**config.mk**
```make
export PLATFORM = sky130hd
export DESIGN_NAME = vram_arbiter
export DESIGN_NICKNAME = d
export VERILOG_FILES = /design/src/rtl/vram_arbiter.sv
export SDC_FILE = /design/constraint.sdc
export NUM_CORES = 1
export LEC_CHECK = 0
export BUFFER_PORTS_ARGS = -buffer_cell sky130_fd_sc_hd__clkbuf_2
export CAP_MARGIN = 10
export CORE_MARGIN = 3
export CORE_UTILIZATION = 40
export CTS_CLUSTER_SIZE = 28
export DETAILED_ROUTE_END_ITERATION = 6
export PLACE_DENSITY = 0.81
export SLEW_MARGIN = 0
export SYNTH_ARGS = -nofsm -noshare
export SYNTH_HDL_FRONTEND = slang
export SYNTH_SLANG_ARGS = --single-unit
```
**constraint.sdc**
```tcl
create_clock -name clk -period 2.5 [get_ports clk]
set_clock_uncertainty 0.2 [all_clocks]
set_input_delay 0.375 -clock clk [delete_from_list [all_inputs] [get_ports clk]]
set_output_delay 0.375 -clock clk [all_outputs]
set_load 0.01 [all_outputs]
```
**src/rtl/vram_arbiter.sv**
```systemverilog
// vram_arbiter: shares one single-port synchronous VRAM between VGA scan-out
// fetches (absolute priority), a one-entry posted CPU write buffer, and CPU
// reads issued in otherwise free slots.
// Optional feature macro: VRAM_ARB_STATS_EN adds stall_count / stats_clr.
module vram_arbiter #(
  parameter int ADDR_W = 13,
  parameter int DATA_W = 16
) (
  input  logic              clk,
  input  logic              reset,
  input  logic              vga_req,
  input  logic [ADDR_W-1:0] vga_addr,
  output logic              vga_rvalid,
  output logic [DATA_W-1:0] vga_rdata,
  input  logic              cpu_req,
  input  logic              cpu_we,
  input  logic [ADDR_W-1:0] cpu_addr,
  input  logic [DATA_W-1:0] cpu_wdata,
  output logic              cpu_ack,
  output logic [DATA_W-1:0] cpu_rdata,
  output logic [ADDR_W-1:0] ram_addr,
  output logic              ram_we,
  output logic [DATA_W-1:0] ram_wdata,
  input  logic [DATA_W-1:0] ram_rdata
`ifdef VRAM_ARB_STATS_EN
  ,
  output logic [15:0]       stall_count,
  input  logic              stats_clr
`endif
);

  typedef enum logic [1:0] {C_IDLE, C_RD_WAIT, C_WR_ACK} cstate_t;

  cstate_t           state, state_nxt;
  logic              wb_full;
  logic [ADDR_W-1:0] wb_addr;
  logic [DATA_W-1:0] wb_data;
  logic              drain, capture, rd_issue;
  logic              vld_p1;

`ifdef VRAM_ARB_STATS_EN
  function automatic logic [15:0] sat_inc(input logic [15:0] v);
    return (v == 16'hFFFF) ? v : v + 16'd1;
  endfunction
`endif

  // CPU FSM next state, slot decisions and ack generation
  always_comb begin
    state_nxt = state;
    capture   = 1'b0;
    rd_issue  = 1'b0;
    cpu_ack   = 1'b0;
    drain     = wb_full & ~vga_req;
    case (state)
      C_IDLE: begin
        if (cpu_req) begin
          if (cpu_we) begin
            // A drain in the same cycle frees the entry for the new write
            if (!wb_full || drain) begin
              capture   = 1'b1;
              state_nxt = C_WR_ACK;
            end
          end else if (!wb_full && !vga_req) begin
            // Reads wait for an empty buffer so they never see stale data
            rd_issue  = 1'b1;
            state_nxt = C_RD_WAIT;
          end
        end
      end
      C_RD_WAIT: begin
        cpu_ack   = 1'b1;
        state_nxt = C_IDLE;
      end
      C_WR_ACK: begin
        cpu_ack   = 1'b1;
        state_nxt = C_IDLE;
      end
      default: state_nxt = C_IDLE;
    endcase
  end

  // RAM port mux: VGA, then write-buffer drain, then CPU read; quiet in reset
  always_comb begin
    ram_addr  = '0;
    ram_we    = 1'b0;
    ram_wdata = '0;
    if (!reset) begin
      if (vga_req) begin
        ram_addr = vga_addr;
      end else if (wb_full) begin
        ram_addr  = wb_addr;
        ram_we    = 1'b1;
        ram_wdata = wb_data;
      end else if (rd_issue) begin
        ram_addr = cpu_addr;
      end
    end
  end

  // Read data is forwarded straight from the RAM in the cycle after the address
  always_comb begin
    vga_rvalid = vld_p1;
    vga_rdata  = vld_p1 ? ram_rdata : '0;
    cpu_rdata  = (state == C_RD_WAIT) ? ram_rdata : '0;
  end

  // CPU FSM state register
  always_ff @(posedge clk or posedge reset) begin
    if (reset) state <= C_IDLE;
    else       state <= state_nxt;
  end

  // Write-buffer full flag: set on capture, cleared on a drain without refill
  always_ff @(posedge clk or posedge reset) begin
    if (reset)        wb_full <= 1'b0;
    else if (capture) wb_full <= 1'b1;
    else if (drain)   wb_full <= 1'b0;
  end

  // Write-buffer payload; qualified by wb_full so it needs no reset
  always_ff @(posedge clk) begin
    if (capture) begin
      wb_addr <= cpu_addr;
      wb_data <= cpu_wdata;
    end
  end

  // ---- stage p0 -> p1: VGA fetch valid follows the RAM read latency ----
  always_ff @(posedge clk or posedge reset) begin
    if (reset) vld_p1 <= 1'b0;
    else       vld_p1 <= vga_req;
  end

`ifdef VRAM_ARB_STATS_EN
  // Stall counter: CPU waiting in idle with no slot granted; clear wins
  always_ff @(posedge clk or posedge reset) begin
    if (reset)          stall_count <= 16'd0;
    else if (stats_clr) stall_count <= 16'd0;
    else if (cpu_req && state == C_IDLE && !capture && !rd_issue)
      stall_count <= sat_inc(stall_count);
  end
`endif

endmodule

```
==> summary.md <==
| Metric | Value |
|---|---|
| Sequential-to-total area share from yosys stat | `57.82%` |
| Die height | `70.79 um` |
| Htree depth | `2` |
| Syn Nets | `about 200` |
| First-pass GRT wire length | `7210 um` |
| HPWL after DPL | `3412 um` |
| TNS Setup | `0 ns` |
| Largest family of logic cells by synthesized area | `simple AND/OR/NAND/NOR gates` |
| Worst slew pin tran | `0.4299 ns` |
| Hold WC Path Type | `in2reg` |
| Die width | `a little over 70 um` |
| GRT overflow | `0` |
| Pins over their slew limit | `0` |
| Hold slack final | `around 0.064 ns` |
| Largest net degree at the start of global routing | `31` |
| Setup violators final | `0` |
| Simple-gate share of the synthesized area | `around 28%` |
| Rel. slew slack | `71.21%` |
| Via count | `1581` |
| GP Congestion | `0.7782` |
| WL final | `around 4600 um` |
| Wire per inst | `14.52 um` |
| Delay-heaviest family, CP | `buffers and inverters` |
| Fin crit share | `97.55%` |
| Mean post-synth cell area | `12.53 um^2` |
| Skew-Pair Late Insertion Delay | `0.28 ns` |
| Unique cell type count in the Yosys netlist | `23` |
| Fmax | `~410 MHz` |
| Min cycle time layout | `2.439 ns` |
| Yosys reg bits | `33` |
| Clock Sinks | `33` |
| Leakage | `roughly 0.0013 uW` |
| GR Util All Layers | `18.29%` |
| Final hold violation count | `0` |
| Critical path required time | `1.92 ns` |
| CTS tree | `yes` |
| Initial antenna violation count | `0` |
| Kind of critical path | `reg2out` |
| Root Buffer | `clkbuf_8` |
| Ys Warns | `0` |
| N_diodes | `0` |
| Final net count | `331` |
| Synth Area in Adders | `between 1 and 1.5%` |
| Starting Density | `43.57%` |
| Fill cell count | `302` |
| Status | `completed` |
| Buf/Inv on CP | `3` |
| Reg clk slew, reported paths | `0.06 ns` |
| Routed vias/inst | `5.019` |
| Syn Inst Count | `134` |
| Fin worst setup slack | `0.06126 ns` |
| Post-synthesis instance area | `0.001679 mm^2` |
| Buffers on Ports | `between 100 and 150` |
| Post-synthesis compound-gate area fraction | `9.613%` |
| Xor/xnor cell area share of the yosys netlist | `0%` |
| Core Region | `0.003854 mm^2` |
| Synth-to-Final Area Change | `47.47%` |
| Peak VDD IR | `between 0.5 and 0.6 mV` |
| Post-synthesis mux area share | `0%` |
| DRT iter0 DRCs | `47` |
| DRC | `0` |
| Drt first pass iters | `4` |
| Post-layout util | `64.25%` |
| CP max stage cell | `dfrtp_1` |
| FP Rows | `22` |
| Critical Path Max Stage Delay | `around 0.41 ns` |
| Worst-case clock buffer depth | `2` |
| Critical-path cell list | `inv_2 -> ha_4 -> nand2_1 -> nor4b_4 -> buf_4 -> a221o_1 -> clkbuf_2` |
| Arrival time of the worst setup path | `1.86 ns` |
| I/O pin cnt | `127` |
| DRT antenna net count | `0` |
| Max Cap Viol | `0` |
| CTS buffer count | `5` |
| Power density over the cells | `623.1 mW/mm^2` |
| CP Max Fanout | `6` |
| Ratio of cells with drive above 1 in the final layout | `54.31%` |
| Startpoint Class | `flop` |
| Post-place setup slack | `about 0.37 ns` |
| Die ar. | `~0.0050 mm^2` |
| Vias in the first global route | `1564` |
| Critical Path End Type | `output port` |
[layout make-up]
| class | count | area (um^2) | area share [%] |
|---|---|---|---|
| clock inverters | 3 | 12.51 | 0.5053 |
| multi-input cells | 90 | 663.1 | 26.78 |
| clock buffers | 5 | 68.82 | 2.779 |
| flip-flops and latches | 33 | 970.9 | 39.21 |
| inverters | 3 | 11.26 | 0.4548 |
| repair buffers | 133 | 689.4 | 27.84 |
| well taps | 48 | 60.06 | 2.425 |
[per-layer routing]
layer  track usage (%)  part of all wire, %  vias to the layer above
li1                  -                    -                      759
met1             20.11                   36                      707
met2             31.41                   49                      105
met3             6.960                   12                       10
met4             7.933                  2.3                        0
met5                 0                    0                        -
[registers in the layout, summed over array words and instances, names as in the netlist]
signal	cells
wb_addr	13
wb_data	16
vga_rvalid	1
wb_full	1
state	2
[through the flow]
stage / area [um^2] / total power, uW / std cells
2_1_floorplan: 1679 / 957.6 / 134
3_3_place_gp: 2354 / 1137 / 304
3_5_place_dp: 2354 / 1150 / 304
4_1_cts: 2445 / 1527 / 313
5_1_grt: 2476 / 1636 / 315
6_report: 2476 / 1543 / 315
[worst register-to-register path, cell delays in order (launching register included)]
cell     delay [ns]
dfrtp_1        0.53
buf_4          0.24
nand2_1        0.11
and4_1         0.20
buf_4          0.35
[cells by family (layout without fill, tap and decap cells)]
kind of cell / Yosys count / count (layout)
adders and majority gates: 2 / 2
and+or+nand+nor: 70 / 70
AOI/OAI and AO/OA: 18 / 18
buffers and inverters: 11 / 144
DFF: 33 / 33
[cells in the mapped netlist]
library cell / number / area (um^2)
a21o_1: 1 / 7.510
a21oi_1: 1 / 5.000
a221o_1: 13 / 130.1
a31oi_1: 1 / 6.260
and2_1: 45 / 281.5
and2_4: 1 / 8.760
and3_1: 16 / 100.1
and4_1: 1 / 8.760
buf_2: 1 / 5.000
buf_6: 2 / 22.52
clkbuf_1: 5 / 18.77
dfrtp_1: 4 / 100.1
edfxtp_1: 29 / 870.8
ha_1: 2 / 25.02
inv_1: 3 / 11.26
nand2_1: 2 / 7.510
nor2_4: 1 / 11.26
nor2b_2: 1 / 8.760
nor3_1: 1 / 5.000
nor4b_1: 1 / 8.760
nor4b_4: 1 / 23.77
o21a_1: 1 / 7.510
o21ai_0: 1 / 5.000
[path summary, 6_finish.rpt]
kind | start | end | slack (ns) | depth (start not counted)
hold reg to reg | state[1] | state[1] | 0.47 | 2
min in group asynchronous | reset | wb_full | 0.38 | 3
hold / removal | cpu_wdata[7] | wb_data[7] | 0.06 | 1
setup / recovery | state[1] | ram_addr[10] | 0.06 | 7
setup reg to reg | wb_full | wb_addr[2] | 0.53 | 4
max in group asynchronous | reset | state[1] | 1.56 | 3
[repair_timing]
item / 4_1_cts / 5_1_grt
gates resized for setup: 0 / 6
endpoints found under the setup margin: 0 / 13
hold buffers: 1 / 0
hold endpoints to repair: 4 / 0
buffers inserted: 0 / 1
[where the power goes]
part / total, uW / internal (uW) / switching, uW
Sequential: 723 / 681 / 42.2
Combinational: 446 / 209 / 237
Clock: 373 / 187 / 186
[layout by cell type, fill, tap and decap left out, types with 2 or more instances in the layout]
cell type	synthesis	layout
a221o_1	13	13
and2_1	45	45
and3_1	16	16
buf_4	0	5
clkbuf_2	0	126
clkbuf_8	0	5
clkinv_1	0	2
dfrtp_1	4	4
edfxtp_1	29	29
inv_2	0	2
nand2_1	2	2
No activity file was read; power rests on OpenSTA's default activity.
